[config.mk]
export PLATFORM = sky130hd
export DESIGN_NAME = victim_cache_ctrl_flat
export DESIGN_NICKNAME = d
export VERILOG_FILES = /design/src/rtl/victim_cache_ctrl_pkg.sv /design/src/rtl/victim_cache_ctrl_if.sv /design/src/rtl/victim_cache_pLRU.sv /design/src/rtl/victim_cache_ctrl.sv /design/src/flat_wrapper.sv
export SDC_FILE = /design/constraint.sdc
export NUM_CORES = 2
export LEC_CHECK = 0
export ABC_AREA = 0
export BUFFER_PORTS_ARGS = -buffer_cell sky130_fd_sc_hd__buf_2
export CAP_MARGIN = 20
export CORE_UTILIZATION = 38
export CTS_CLUSTER_SIZE = 20
export DETAILED_ROUTE_END_ITERATION = 8
export SYNTH_ARGS = -nofsm -noshare
export SYNTH_HDL_FRONTEND = slang
export SYNTH_HIERARCHICAL = 1
export SYNTH_SLANG_ARGS = --single-unit
[constraint.sdc]
create_clock -name clk_i -period 7.6 [get_ports clk_i]
set_input_delay 0.76 -clock clk_i [delete_from_list [all_inputs] [get_ports clk_i]]
set_output_delay 0.76 -clock clk_i [all_outputs]
set_load 0.01 [all_outputs]
[src/rtl/victim_cache_ctrl_pkg.sv]
// Shared widths, operation/state encodings and a priority-encode helper for the
// victim cache controller. The optional statistics feature is VC_STATS_EN.
package cache_def;

  localparam int INDEX_VC     = 4;
  localparam int DEPTH_VC     = 2 ** INDEX_VC;
  localparam int INDEX_WAY_VC = 3;
  localparam int NUM_WAYS_VC  = 8;
  localparam int TAG_VC       = 8;

  typedef enum logic {
    VC_LOOKUP = 1'b0,
    VC_INSERT = 1'b1
  } vc_op_e;

  typedef enum logic [1:0] {
    IDLE = 2'd0,
    CMP  = 2'd1,
    RESP = 2'd2
  } vc_state_e;

  // Index of the lowest set bit; 0 when the vector is empty.
  function automatic logic [INDEX_WAY_VC-1:0] lowest_set(input logic [NUM_WAYS_VC-1:0] vec);
    logic [INDEX_WAY_VC-1:0] r;
    r = 3'd0;
    for (int i = NUM_WAYS_VC - 1; i >= 0; i--) begin
      if (vec[i]) begin
        r = 3'(i);
      end else begin
        r = r;
      end
    end
    return r;
  endfunction

endpackage

[src/rtl/victim_cache_ctrl_if.sv]
// Request/response handshake bundle between the L1 miss path and the victim
// cache controller. Signal suffixes are from the controller's point of view.
interface victim_cache_ctrl_if;
  import cache_def::*;

  logic                    req_valid_i;
  logic                    req_ready_o;
  vc_op_e                  req_op_i;
  logic [INDEX_VC-1:0]     req_index_i;
  logic [TAG_VC-1:0]       req_tag_i;
  logic                    req_dirty_i;
  logic                    resp_valid_o;
  logic                    resp_ready_i;
  logic                    resp_hit_o;
  logic [INDEX_WAY_VC-1:0] resp_way_o;
  logic                    resp_evict_o;
  logic                    resp_evict_dirty_o;
  logic [TAG_VC-1:0]       resp_evict_tag_o;

  modport master (
    output req_valid_i, req_op_i, req_index_i, req_tag_i, req_dirty_i, resp_ready_i,
    input  req_ready_o, resp_valid_o, resp_hit_o, resp_way_o, resp_evict_o,
           resp_evict_dirty_o, resp_evict_tag_o
  );

  modport slave (
    input  req_valid_i, req_op_i, req_index_i, req_tag_i, req_dirty_i, resp_ready_i,
    output req_ready_o, resp_valid_o, resp_hit_o, resp_way_o, resp_evict_o,
           resp_evict_dirty_o, resp_evict_tag_o
  );

endinterface

[src/rtl/victim_cache_pLRU.sv]
// Per-set 8-way tree pseudo-LRU. Victim is read combinationally; an access
// pulse on valid_i steers every node on the accessed path away from that way.
module victim_cache_pLRU
  import cache_def::*;
(
  input  logic                    clk_i,
  input  logic                    rst_ni,
  input  logic [INDEX_VC-1:0]     index_i,
  input  logic                    valid_i,
  input  logic [INDEX_WAY_VC-1:0] address_i,
  output logic [INDEX_WAY_VC-1:0] victim_o
);

  // Node 0 is the root, nodes 1-2 split the halves, nodes 3-6 pick within pairs.
  logic [6:0] tree_q [DEPTH_VC];
  logic [6:0] tree_d;
  logic [6:0] cur_s;
  logic [2:0] mid_node_s;
  logic [2:0] leaf_node_s;
  logic [2:0] vic_leaf_s;

  // Walk the tree of the addressed set to find the victim way.
  always_comb begin
    cur_s       = tree_q[index_i];
    victim_o[2] = cur_s[0];
    victim_o[1] = cur_s[0] ? cur_s[2] : cur_s[1];
    vic_leaf_s  = 3'd3 + {1'b0, victim_o[2], victim_o[1]};
    victim_o[0] = cur_s[vic_leaf_s];
  end

  // Point the accessed path's nodes at the opposite subtree.
  always_comb begin
    tree_d              = cur_s;
    mid_node_s          = 3'd1 + {2'b00, address_i[2]};
    leaf_node_s         = 3'd3 + {1'b0, address_i[2:1]};
    tree_d[0]           = ~address_i[2];
    tree_d[mid_node_s]  = ~address_i[1];
    tree_d[leaf_node_s] = ~address_i[0];
  end

  // Tree state storage.
  always_ff @(posedge clk_i or negedge rst_ni) begin
    if (!rst_ni) begin
      for (int s = 0; s < DEPTH_VC; s++) begin
        tree_q[s] <= 7'd0;
      end
    end else if (valid_i) begin
      tree_q[index_i] <= tree_d;
    end
  end

endmodule

[src/rtl/victim_cache_ctrl.sv]
// Victim cache sequencing controller: IDLE/CMP/RESP FSM owning tag/valid/dirty
// state; optional LOOKUP hit/miss counters when VC_STATS_EN is defined.
module victim_cache_ctrl
  import cache_def::*;
(
  input  logic               clk_i,
  input  logic               rst_ni,
`ifdef VC_STATS_EN
  output logic [15:0]        hit_cnt_o,
  output logic [15:0]        miss_cnt_o,
`endif
  victim_cache_ctrl_if.slave bus
);

  vc_state_e               state_q, state_d;
  vc_op_e                  op_q, op_d;
  logic [INDEX_VC-1:0]     index_q, index_d;
  logic [TAG_VC-1:0]       tag_q, tag_d;
  logic                    req_dirty_q, req_dirty_d;

  logic [TAG_VC-1:0]       tag_arr_q [DEPTH_VC][NUM_WAYS_VC];
  logic [NUM_WAYS_VC-1:0]  valid_arr_q [DEPTH_VC];
  logic [NUM_WAYS_VC-1:0]  dirty_arr_q [DEPTH_VC];

  logic [NUM_WAYS_VC-1:0]  set_valid_s, set_dirty_s, hit_vec_s;
  logic [NUM_WAYS_VC-1:0]  set_valid_d, set_dirty_d;
  logic                    hit_s, free_s;
  logic [INDEX_WAY_VC-1:0] hit_way_s, free_way_s, victim_s, alloc_way_s;
  logic                    arr_we_s, tag_we_s, plru_valid_s;

  logic                    req_ready_q, req_ready_d;
  logic                    resp_valid_q, resp_valid_d;
  logic                    resp_hit_q, resp_hit_d;
  logic [INDEX_WAY_VC-1:0] resp_way_q, resp_way_d;
  logic                    resp_evict_q, resp_evict_d;
  logic                    resp_evict_dirty_q, resp_evict_dirty_d;
  logic [TAG_VC-1:0]       resp_evict_tag_q, resp_evict_tag_d;

  victim_cache_pLRU u_plru (
    .clk_i     (clk_i),
    .rst_ni    (rst_ni),
    .index_i   (index_q),
    .valid_i   (plru_valid_s),
    .address_i (alloc_way_s),
    .victim_o  (victim_s)
  );

  // Tag compare against every way of the registered set.
  always_comb begin
    set_valid_s = valid_arr_q[index_q];
    set_dirty_s = dirty_arr_q[index_q];
    hit_vec_s   = {NUM_WAYS_VC{1'b0}};
    for (int w = 0; w < NUM_WAYS_VC; w++) begin
      hit_vec_s[w] = set_valid_s[w] && (tag_arr_q[index_q][w] == tag_q);
    end
    hit_s      = |hit_vec_s;
    free_s     = ~&set_valid_s;
    hit_way_s  = lowest_set(hit_vec_s);
    free_way_s = lowest_set(~set_valid_s);
  end

  // FSM state register.
  always_ff @(posedge clk_i or negedge rst_ni) begin
    if (!rst_ni) begin
      state_q <= IDLE;
    end else begin
      state_q <= state_d;
    end
  end

  // FSM next-state logic.
  always_comb begin
    state_d = state_q;
    case (state_q)
      IDLE:    state_d = bus.req_valid_i ? CMP : IDLE;
      CMP:     state_d = RESP;
      RESP:    state_d = bus.resp_ready_i ? IDLE : RESP;
      default: state_d = IDLE;
    endcase
  end

  // FSM outputs: request capture, array/pLRU write controls, response fields.
  always_comb begin
    op_d               = op_q;
    index_d            = index_q;
    tag_d              = tag_q;
    req_dirty_d        = req_dirty_q;
    set_valid_d        = set_valid_s;
    set_dirty_d        = set_dirty_s;
    arr_we_s           = 1'b0;
    tag_we_s           = 1'b0;
    plru_valid_s       = 1'b0;
    alloc_way_s        = 3'd0;
    resp_hit_d         = resp_hit_q;
    resp_way_d         = resp_way_q;
    resp_evict_d       = resp_evict_q;
    resp_evict_dirty_d = resp_evict_dirty_q;
    resp_evict_tag_d   = resp_evict_tag_q;
    case (state_q)
      IDLE: begin
        if (bus.req_valid_i) begin
          op_d        = bus.req_op_i;
          index_d     = bus.req_index_i;
          tag_d       = bus.req_tag_i;
          req_dirty_d = bus.req_dirty_i;
        end else begin
          op_d        = op_q;
        end
      end
      CMP: begin
        resp_hit_d         = hit_s;
        resp_evict_d       = 1'b0;
        resp_evict_dirty_d = 1'b0;
        resp_evict_tag_d   = {TAG_VC{1'b0}};
        if (op_q == VC_LOOKUP) begin
          // A hit line returns to L1, so its way is freed here.
          resp_way_d = hit_s ? hit_way_s : 3'd0;
          if (hit_s) begin
            arr_we_s               = 1'b1;
            set_valid_d[hit_way_s] = 1'b0;
            set_dirty_d[hit_way_s] = 1'b0;
          end else begin
            arr_we_s = 1'b0;
          end
        end else begin
          if (hit_s) begin
            alloc_way_s = hit_way_s;
          end else if (free_s) begin
            alloc_way_s = free_way_s;
          end else begin
            alloc_way_s        = victim_s;
            resp_evict_d       = 1'b1;
            resp_evict_dirty_d = set_dirty_s[victim_s];
            resp_evict_tag_d   = tag_arr_q[index_q][victim_s];
          end
          arr_we_s                 = 1'b1;
          tag_we_s                 = 1'b1;
          plru_valid_s             = 1'b1;
          set_valid_d[alloc_way_s] = 1'b1;
          set_dirty_d[alloc_way_s] = req_dirty_q | (hit_s & set_dirty_s[alloc_way_s]);
          resp_way_d               = alloc_way_s;
        end
      end
      RESP: begin
        resp_hit_d = resp_hit_q;
      end
      default: begin
        resp_hit_d = resp_hit_q;
      end
    endcase
    req_ready_d  = (state_d == IDLE);
    resp_valid_d = (state_d == RESP);
  end

  // Captured request and registered response outputs.
  always_ff @(posedge clk_i or negedge rst_ni) begin
    if (!rst_ni) begin
      op_q               <= VC_LOOKUP;
      index_q            <= {INDEX_VC{1'b0}};
      tag_q              <= {TAG_VC{1'b0}};
      req_dirty_q        <= 1'b0;
      req_ready_q        <= 1'b1;
      resp_valid_q       <= 1'b0;
      resp_hit_q         <= 1'b0;
      resp_way_q         <= 3'd0;
      resp_evict_q       <= 1'b0;
      resp_evict_dirty_q <= 1'b0;
      resp_evict_tag_q   <= {TAG_VC{1'b0}};
    end else begin
      op_q               <= op_d;
      index_q            <= index_d;
      tag_q              <= tag_d;
      req_dirty_q        <= req_dirty_d;
      req_ready_q        <= req_ready_d;
      resp_valid_q       <= resp_valid_d;
      resp_hit_q         <= resp_hit_d;
      resp_way_q         <= resp_way_d;
      resp_evict_q       <= resp_evict_d;
      resp_evict_dirty_q <= resp_evict_dirty_d;
      resp_evict_tag_q   <= resp_evict_tag_d;
    end
  end

  // Tag/valid/dirty arrays; reset discards any write of the current cycle.
  always_ff @(posedge clk_i or negedge rst_ni) begin
    if (!rst_ni) begin
      for (int s = 0; s < DEPTH_VC; s++) begin
        valid_arr_q[s] <= {NUM_WAYS_VC{1'b0}};
        dirty_arr_q[s] <= {NUM_WAYS_VC{1'b0}};
        for (int w = 0; w < NUM_WAYS_VC; w++) begin
          tag_arr_q[s][w] <= {TAG_VC{1'b0}};
        end
      end
    end else begin
      if (arr_we_s) begin
        valid_arr_q[index_q] <= set_valid_d;
        dirty_arr_q[index_q] <= set_dirty_d;
      end
      if (tag_we_s) begin
        tag_arr_q[index_q][alloc_way_s] <= tag_q;
      end
    end
  end

  assign bus.req_ready_o        = req_ready_q;
  assign bus.resp_valid_o       = resp_valid_q;
  assign bus.resp_hit_o         = resp_hit_q;
  assign bus.resp_way_o         = resp_way_q;
  assign bus.resp_evict_o       = resp_evict_q;
  assign bus.resp_evict_dirty_o = resp_evict_dirty_q;
  assign bus.resp_evict_tag_o   = resp_evict_tag_q;

`ifdef VC_STATS_EN
  logic [15:0] hit_cnt_q, hit_cnt_d;
  logic [15:0] miss_cnt_q, miss_cnt_d;

  // Saturating LOOKUP outcome counters.
  always_comb begin
    hit_cnt_d  = hit_cnt_q;
    miss_cnt_d = miss_cnt_q;
    if ((state_q == CMP) && (op_q == VC_LOOKUP)) begin
      if (hit_s && (hit_cnt_q != 16'hFFFF)) begin
        hit_cnt_d = hit_cnt_q + 16'd1;
      end else if (!hit_s && (miss_cnt_q != 16'hFFFF)) begin
        miss_cnt_d = miss_cnt_q + 16'd1;
      end else begin
        hit_cnt_d = hit_cnt_q;
      end
    end else begin
      hit_cnt_d = hit_cnt_q;
    end
  end

  // Counter storage.
  always_ff @(posedge clk_i or negedge rst_ni) begin
    if (!rst_ni) begin
      hit_cnt_q  <= 16'd0;
      miss_cnt_q <= 16'd0;
    end else begin
      hit_cnt_q  <= hit_cnt_d;
      miss_cnt_q <= miss_cnt_d;
    end
  end

  assign hit_cnt_o  = hit_cnt_q;
  assign miss_cnt_o = miss_cnt_q;
`endif

endmodule
[src/flat_wrapper.sv]
// flat-port wrapper written by rule: the top's interface ports become plain ports
module victim_cache_ctrl_flat import cache_def::*;
  (clk_i, rst_ni, bus_req_valid_i, bus_req_op_i, bus_req_index_i, bus_req_tag_i, bus_req_dirty_i, bus_resp_ready_i, bus_req_ready_o, bus_resp_valid_o, bus_resp_hit_o, bus_resp_way_o, bus_resp_evict_o, bus_resp_evict_dirty_o, bus_resp_evict_tag_o);
  victim_cache_ctrl_if bus_i ();
  input  logic clk_i;
  input  logic rst_ni;
  input wire logic [$bits(bus_i.req_valid_i)-1:0] bus_req_valid_i;
  input wire logic [$bits(bus_i.req_op_i)-1:0] bus_req_op_i;
  input wire logic [$bits(bus_i.req_index_i)-1:0] bus_req_index_i;
  input wire logic [$bits(bus_i.req_tag_i)-1:0] bus_req_tag_i;
  input wire logic [$bits(bus_i.req_dirty_i)-1:0] bus_req_dirty_i;
  input wire logic [$bits(bus_i.resp_ready_i)-1:0] bus_resp_ready_i;
  output wire logic [$bits(bus_i.req_ready_o)-1:0] bus_req_ready_o;
  output wire logic [$bits(bus_i.resp_valid_o)-1:0] bus_resp_valid_o;
  output wire logic [$bits(bus_i.resp_hit_o)-1:0] bus_resp_hit_o;
  output wire logic [$bits(bus_i.resp_way_o)-1:0] bus_resp_way_o;
  output wire logic [$bits(bus_i.resp_evict_o)-1:0] bus_resp_evict_o;
  output wire logic [$bits(bus_i.resp_evict_dirty_o)-1:0] bus_resp_evict_dirty_o;
  output wire logic [$bits(bus_i.resp_evict_tag_o)-1:0] bus_resp_evict_tag_o;
  assign bus_i.req_valid_i = bus_req_valid_i;
  assign bus_i.req_op_i = bus_req_op_i;
  assign bus_i.req_index_i = bus_req_index_i;
  assign bus_i.req_tag_i = bus_req_tag_i;
  assign bus_i.req_dirty_i = bus_req_dirty_i;
  assign bus_i.resp_ready_i = bus_resp_ready_i;
  assign bus_req_ready_o = bus_i.req_ready_o;
  assign bus_resp_valid_o = bus_i.resp_valid_o;
  assign bus_resp_hit_o = bus_i.resp_hit_o;
  assign bus_resp_way_o = bus_i.resp_way_o;
  assign bus_resp_evict_o = bus_i.resp_evict_o;
  assign bus_resp_evict_dirty_o = bus_i.resp_evict_dirty_o;
  assign bus_resp_evict_tag_o = bus_i.resp_evict_tag_o;
  victim_cache_ctrl u_core (.clk_i(clk_i), .rst_ni(rst_ni), .bus(bus_i));
endmodule
[Yosys cells after proc, flatten, opt, wreduce, memory -nomap -nowiden]
Cells that the tools add are included.
Operators by class
  add/sub/neg operators: 3
  $lt $le $gt $ge: 15
  $mul: 0
  bitwise gates (word level): 13
  mux-type cells: 92
  reduce and logical (&&, ||, !) cells: 19
  equal/unequal tests: 11
  shift-type cells: 0
  divide/modulo/power cells: 0
Operator list (count)
  bitwise mux 1024 bit: 1
  binary-select mux 64 bit (select 4 bit): 1
  bitwise mux 128 bit: 2
  demux 64 bit (select 4 bit): 1
  2-to-1 mux 64 bit: 3
  2-to-1 mux 8 bit: 17
  bitwise mux 112 bit: 1
  2-to-1 mux 3 bit: 24
  binary-select mux 8 bit (select 4 bit): 2
  equality test 8 bit: 8
  demux 8 bit (select 4 bit): 1
  binary-select mux 7 bit (select 4 bit): 1
  demux 7 bit (select 4 bit): 1
  binary-select mux 8 bit (select 3 bit): 1
  demux 8 bit (select 3 bit): 1
  2-to-1 mux 7 bit: 3
  < comparator 3 x 4 -> 1 bit, second input constant: 5
  2-to-1 mux 1 bit: 20
  AND 8 bit: 2
  NOT 8 bit: 2
  bitwise mux 7 bit: 2
  logical AND 1 bit: 14
  demux 1 bit (select 3 bit): 4
  binary-select mux 1 bit (select 3 bit): 3
  24 further kinds: 33
Storage, ports and cells
  bits in read-only memories: 0
  word-level logic and storage cells: 341
  bits in registers: 1424
  latch bits: 0
  bits of input ports: 18
  memories kept: 0
  memory bits (writable): 0

[Depth between registers and ports, before layout]
  word-level depth: 27
  mapped depth: 25
  mapped depth without buffers: 18

[Hierarchy]
Netlist, hierarchy kept.
By module, submodules not included
  victim_cache_ctrl: sequential area each 32832.7 um^2, times used 1, area an instance 62417.4 um^2, cells an instance 4761
  victim_cache_pLRU: sequential area each 2802.7 um^2, times used 1, area an instance 5481.5 um^2, cells an instance 467

[Worst setup path after synthesis]
No wires, ideal clock.
  path type: register -> register
  start: register u_core.index_q[0]
  end: register u_core/u_plru/tree_q[64] (netlist bit)
  path buffers: 5
  period minus slack after synthesis: 5250 ps
  required time: 7475 ps
  path slack: 2350 ps
  cell stages (with the launch flop): 21
  data arrival time: 5126 ps
  cell sequence: dfrtp_1 > buf_4 > buf_2 > buf_2 > buf_2 > mux4_2 > a221oi_1 > nor2_1 > a21oi_1 > inv_1 > a211oi_2 > nor2_1 > nor3_1 > inv_1 > ha_1 > nand2_1 > a21oi_1 > a21oi_1 > a41oi_2 > buf_6 > mux2_2
RTL lines
  start, declared: line victim_cache_ctrl.sv:17  | logic [INDEX_VC-1:0] index_q, index_d;
  start signal, assigned: line victim_cache_ctrl.sv:159  | index_q <= {INDEX_VC{1'b0}};
  start signal, assigned: line victim_cache_ctrl.sv:171  | index_q <= index_d;
  NOT 4 -> 5 bit (implied by the code) (*): line victim_cache_pLRU.sv:24, victim_cache_ctrl.sv:50, victim_cache_ctrl.sv:54
  binary-select mux 64 bit (select 4 bit) or binary-select mux 8 bit (select 4 bit) (tied branches): line victim_cache_ctrl.sv:54, victim_cache_ctrl.sv:50
  2-to-1 mux 64 bit (implied by the code) or 2-to-1 mux 8 bit (tied branches) (2 in series): line victim_cache_ctrl.sv:54, victim_cache_ctrl.sv:50
  equality test 8 bit or NOT 8 bit (tied branches): line victim_cache_ctrl.sv:54, victim_cache_ctrl.sv:59
  logical AND 1 bit or 2-to-1 mux 3 bit (tied branches): line victim_cache_ctrl.sv:54, victim_cache_ctrl_pkg.sv:27
  2-to-1 mux 3 bit (7 in series): line victim_cache_ctrl_pkg.sv:27  | if (vec[i]) begin
  2-to-1 mux 3 bit (on tied branches): line victim_cache_ctrl_pkg.sv:27, victim_cache_ctrl.sv:128
  2-to-1 mux 3 bit (*): line victim_cache_ctrl.sv:126  | if (hit_s) begin
  [4 not listed]
  net u_core.alloc_way_s[1]: line victim_cache_ctrl.sv:28  | logic [INDEX_WAY_VC-1:0] hit_way_s, free_way_s, victim_s, alloc_way_s;
  adder 2 x 2 -> 3 bit: line victim_cache_pLRU.sv:35  | leaf_node_s = 3'd3 + {1'b0, address_i[2:1]};
  < comparator 3 x 4 -> 1 bit (implied by the code) or >= comparator 3 x 1 -> 1 bit (tied branches): line victim_cache_pLRU.sv:38  | tree_d[leaf_node_s] = ~address_i[0];
  logical AND 1 bit (implied by the code): line victim_cache_pLRU.sv:38
  2-to-1 mux 1 bit (implied by the code): line victim_cache_pLRU.sv:38
  demux 1 bit (select 3 bit): line victim_cache_pLRU.sv:38
  bitwise mux 7 bit (*): line victim_cache_pLRU.sv:38
  bitwise mux 112 bit (*): line victim_cache_pLRU.sv:48  | tree_q[index_i] <= tree_d;
  end signal, assigned by index: line victim_cache_pLRU.sv:48
  end, declared: line victim_cache_pLRU.sv:15  | logic [6:0] tree_q [DEPTH_VC];
Mark *: on every way through the listed nets, which the timed path passes. The rest lies on a longest branch. The select of a mux whose other input is x is not followed.
A chain may end at the register's enable or synchronous reset.

[Final worst setup path]
  start: register u_core.index_q[3]
  end: register u_core/u_plru/tree_q[36] (netlist bit)
On the way
  cells in the longest elaborated chain, start to end: 27
RTL lines
  NOT 4 -> 5 bit (implied by the code) (*): line victim_cache_pLRU.sv:24, victim_cache_ctrl.sv:50, victim_cache_ctrl.sv:54
  binary-select mux 64 bit (select 4 bit) or binary-select mux 8 bit (select 4 bit) (tied branches): line victim_cache_ctrl.sv:54, victim_cache_ctrl.sv:50
  2-to-1 mux 64 bit (implied by the code) or 2-to-1 mux 8 bit (tied branches) (2 in series): line victim_cache_ctrl.sv:54, victim_cache_ctrl.sv:50
  equality test 8 bit or NOT 8 bit (tied branches): line victim_cache_ctrl.sv:54, victim_cache_ctrl.sv:59
  logical AND 1 bit or 2-to-1 mux 3 bit (tied branches): line victim_cache_ctrl.sv:54, victim_cache_ctrl_pkg.sv:27
  2-to-1 mux 3 bit (7 in series): line victim_cache_ctrl_pkg.sv:27
  2-to-1 mux 3 bit (on tied branches): line victim_cache_ctrl_pkg.sv:27, victim_cache_ctrl.sv:128
  2-to-1 mux 3 bit (*): line victim_cache_ctrl.sv:126
  [4 not listed]
  net u_core.alloc_way_s[2]: line victim_cache_ctrl.sv:28
  adder 1 x 1 -> 2 bit: line victim_cache_pLRU.sv:34  | mid_node_s = 3'd1 + {2'b00, address_i[2]};
  < comparator 2 x 4 -> 1 bit (implied by the code) or >= comparator 2 x 1 -> 1 bit (tied branches): line victim_cache_pLRU.sv:37  | tree_d[mid_node_s] = ~address_i[1];
  logical AND 1 bit (implied by the code): line victim_cache_pLRU.sv:37
  2-to-1 mux 1 bit (implied by the code): line victim_cache_pLRU.sv:37
  demux 1 bit (select 3 bit): line victim_cache_pLRU.sv:37
  bitwise mux 7 bit: line victim_cache_pLRU.sv:37
  bitwise mux 7 bit (*): line victim_cache_pLRU.sv:38
  bitwise mux 112 bit (*): line victim_cache_pLRU.sv:48
Marks and branches as above.

==> impl_metrics.env <==
export IMPL_status="finished, violations left"
export IMPL_violations="negative hold slack"
export IMPL_grt_pass1_vias=44600
export IMPL_cp_top_family="simple AND/OR/NAND/NOR gates"
export IMPL_cts_sinks=1424
export IMPL_max_stage_delay_ns=0.92
export IMPL_yosysTopAreaCell="dfrtp_1"
export IMPL_peakVddDrop_mv=0.287
export IMPL_netlist_area_mm2=0.0679
export IMPL_drive_above_1_share_pct=35.5
export IMPL_grt_start_max_net_pins=189
export IMPL_antenna_found_initial=5
export IMPL_vias_per_cell=5.78
export IMPL_rows=154
export IMPL_gp_routability_congestion=0.940
export IMPL_clock_fmax_mhz=147
export IMPL_crit_buf_inv=3
export IMPL_synth_warnings=6
export IMPL_port_buffers=33
export IMPL_dr_total_vias=44100
export IMPL_routed_wirelength_um=200000
export IMPL_netlist_area_leader_share_pct=52.4
export IMPL_r2r_start="u_core/index_q[3]"
export IMPL_start_util_pct=38.4
export IMPL_die_h_um=425
export IMPL_grt_pass1_wl_um=302000
export IMPL_cts_tree="yes"
export IMPL_worst_slack_ns=0.803
export IMPL_fin_crit_ns=6.80
export IMPL_cts_inserted_buffers=155
export IMPL_grt_ovfl_total=0
export IMPL_layout_nets=5194
export IMPL_crit_required_ns=8.30
export IMPL_setup_viol=0
export IMPL_slew_viol_final=0
export IMPL_critPathCaptureType="register"
export IMPL_hpwl_um=132000
export IMPL_cp_cell_sequence="buf_12 -> nand2b_1 -> o22ai_1 -> nor3_1 -> xnor2_1 -> and2_1 -> and4_1 -> nor4_2 -> nand2_1 -> nor2_1 -> buf_4 -> inv_1 -> ha_1 -> nand2_1 -> a21oi_1 -> a21oi_1 -> a41oi_2 -> mux2_2"
export IMPL_postCtsSetupBuffers=0
export IMPL_firstDrtPassIters=6
export IMPL_grt_usage_pct=22.3
export IMPL_synth_avg_cell_area_um2=13.0
export IMPL_ios=34
export IMPL_maxCapViolations=0
export IMPL_cp_start_kind="register"
export IMPL_drt_iter0_drc=4116
export IMPL_path_clk_slew_ns=0.06
export IMPL_wl_per_cell_um=26.2
export IMPL_skew_ns=0.0326
export IMPL_synth_area_top_cells="dfrtp_1 (52%), mux2_2 (17%), mux4_2 (10%)"
export IMPL_cts_hold_buf=0
export IMPL_synth_cells=5228
export IMPL_synth_nets=5252
export IMPL_htree_levels=4
export IMPL_core_area_mm2=0.177
export IMPL_critPathKind="register to register"
export IMPL_rsz0062_at_grt="false"
export IMPL_slowest_stage="dfrtp_4"
export IMPL_root_buffer="clkbuf_16"
export IMPL_worst_path_max_fanout=44
export IMPL_synth_seq_cells=1424
export IMPL_fp_dieArea_mm2=0.180
export IMPL_cp_data_arrival_time_ns=7.50
export IMPL_area_delta_synth_final_pct=11.7
export IMPL_die_x_um=425
export IMPL_powerDensity_mw_per_mm2=342
export IMPL_ctsResizeCount=0
export IMPL_synth_flop_cell="dfrtp_1"
export IMPL_min_period_over_period_pct=89.4
export IMPL_tightest_slew_ns=1.18
export IMPL_async_flop_share_pct=100
export IMPL_drc_errors=0
export IMPL_clk_path_buf_depth=3
export IMPL_hold_path_class="input pin to asynchronous set/reset pin"
export IMPL_fillCellCount=16200
export IMPL_synth_edff_count=0
export IMPL_tns_ns=0
export IMPL_yosysSeqAreaShare_pct=52.5
export IMPL_crit_start="u_core/index_q[3]"
export IMPL_place_ws_ns=0.897
export IMPL_antenna_left=0
export IMPL_slew_limit_headroom_pct=21.1
export IMPL_ys_types=95
export IMPL_hold_violations=8
export IMPL_p_leak_nw=34.8
export IMPL_whs_ns=-0.0479
export IMPL_clkLatencyLatePin_ns=0.78
## cell type report
class,count,area [µm²],share of cell area (%)
sequential,1424,35700,47.0
multi-input combinational,3353,30400,40.1
clock buffer,228,4540,5.98
tap,2340,2930,3.86
timing repair buffer,213,1800,2.37
clock inverter,47,448,0.590
inverter,23,90.1,0.119
antenna,1,2.50,0.00330
## final timing paths
check                                      endpoint  slack (ns)  cells past startpoint
min                          u_core/dirty_arr_q[61]       -0.05                      1
min in group clk_i                  u_core/tag_q[4]        0.19                      3
max in group asynchronous     u_core/tag_arr_q[722]        5.71                      2
max reg2reg                u_core/u_plru/tree_q[36]        0.80                     18
min reg2reg                u_core/u_plru/tree_q[26]        0.48                      2
max                        u_core/u_plru/tree_q[36]        0.80                     18
## synth_stat cells (7+ instances only)
library cell	n
dfrtp_1	1423
mux2_2	1013
nand2_1	550
o21ai_0	403
mux4_2	305
clkbuf_1	277
nor2_1	206
mux2i_1	164
a21oi_1	130
buf_2	102
xnor2_1	46
a22oi_1	45
nand3_1	38
nor2_2	36
o22ai_1	30
mux4_1	23
buf_1	22
nor3_1	21
nor4_1	21
inv_1	20
buf_4	18
mux2_1	18
a31oi_1	17
or4_1	17
nand2b_1	16
o211ai_1	16
nand4_1	13
or3_1	13
nor2b_1	12
and3_1	11
a22o_1	10
nor2_4	10
buf_6	9
xor2_1	9
o21a_1	8
a211oi_1	7
a21o_1	7
a221oi_1	7
## layout by cell type, fill, tap and decap left out, drive strengths merged, types with 7 or more instances in the layout
master	netlist	layout
a22oi	46	46
o21ai	408	408
a211oi	8	8
mux2	1032	1032
nor3	21	21
o211ai	16	16
and2	8	8
nand4	13	13
mux2i	167	167
nand2	550	550
inv	21	26
or4	18	18
a221oi	7	7
clkinv	2	34
dfrtp	1423	1423
nor4	22	22
o21a	8	8
a21o	7	7
nand3	40	40
and3	11	11
a22o	10	10
a31oi	18	18
nor2	252	252
nand2b	16	16
or3	13	13
clkbuf	277	228
mux4	328	328
buf	151	213
a21oi	136	136
xnor2	46	46
nor2b	12	12
o22ai	31	31
xor2	9	9
## sequential cells by signal, indices dropped and copies added (netlist names), 2 cells and up
name                         count
u_core/index_q                   4
u_core/valid_arr_q             128
u_core/tag_q                     8
u_core/u_plru/tree_q           112
u_core/bus.resp_way_o            3
u_core/tag_arr_q              1024
u_core/state_q                   2
u_core/bus.resp_evict_tag_o      8
u_core/dirty_arr_q             128
## report_power, final
part	switching (mW)	total [mW]	internal, mW	leakage [nW]
registers	0.905	9.23	8.32	19.7
logic	6.06	9.31	3.25	12.7
clock network	3.09	7.42	4.33	2.46
total	10.1	26.0	15.9	34.8
## cell families (layout without fill, tap and decap cells)
kind of cell	after synthesis	count (layout)	synth area share, %
buf+inv	451	511	2.88
xor+xnor	55	55	0.709
flops	1424	1424	52.5
other cells	0	1	0
compound gates	752	752	6.48
mux	1527	1527	30.6
fa+ha+maj	6	6	0.111
simple gates	1013	1013	6.69
## per-stage QoR
step | util (%) | instances | instance area, µm² | total power [mW] | hold slack [ns]
2_1_floorplan | - | 5228 | 67900 | 14.7 | 0.442
3_3_place_gp | 40.1 | 7351 | 70900 | 18.4 | 0.454
3_5_place_dp | 40.1 | 7351 | 70900 | 18.5 | 0.463
4_1_cts | 42.9 | 7626 | 75900 | 26.0 | 0.0524
5_1_grt | 42.9 | 7628 | 75900 | 26.9 | 0.100
6_report | 42.9 | 7629 | 75900 | 26.0 | -0.0479
## layer usage
layer / part of all wire, % / GRT usage (%)
met5: 0.0070 / 0
met4: 4.3 / 9.09
met3: 6.3 / 3.96
met2: 46 / 34.6
met1: 43 / 30.8
Power figures use the tool's default switching activity.
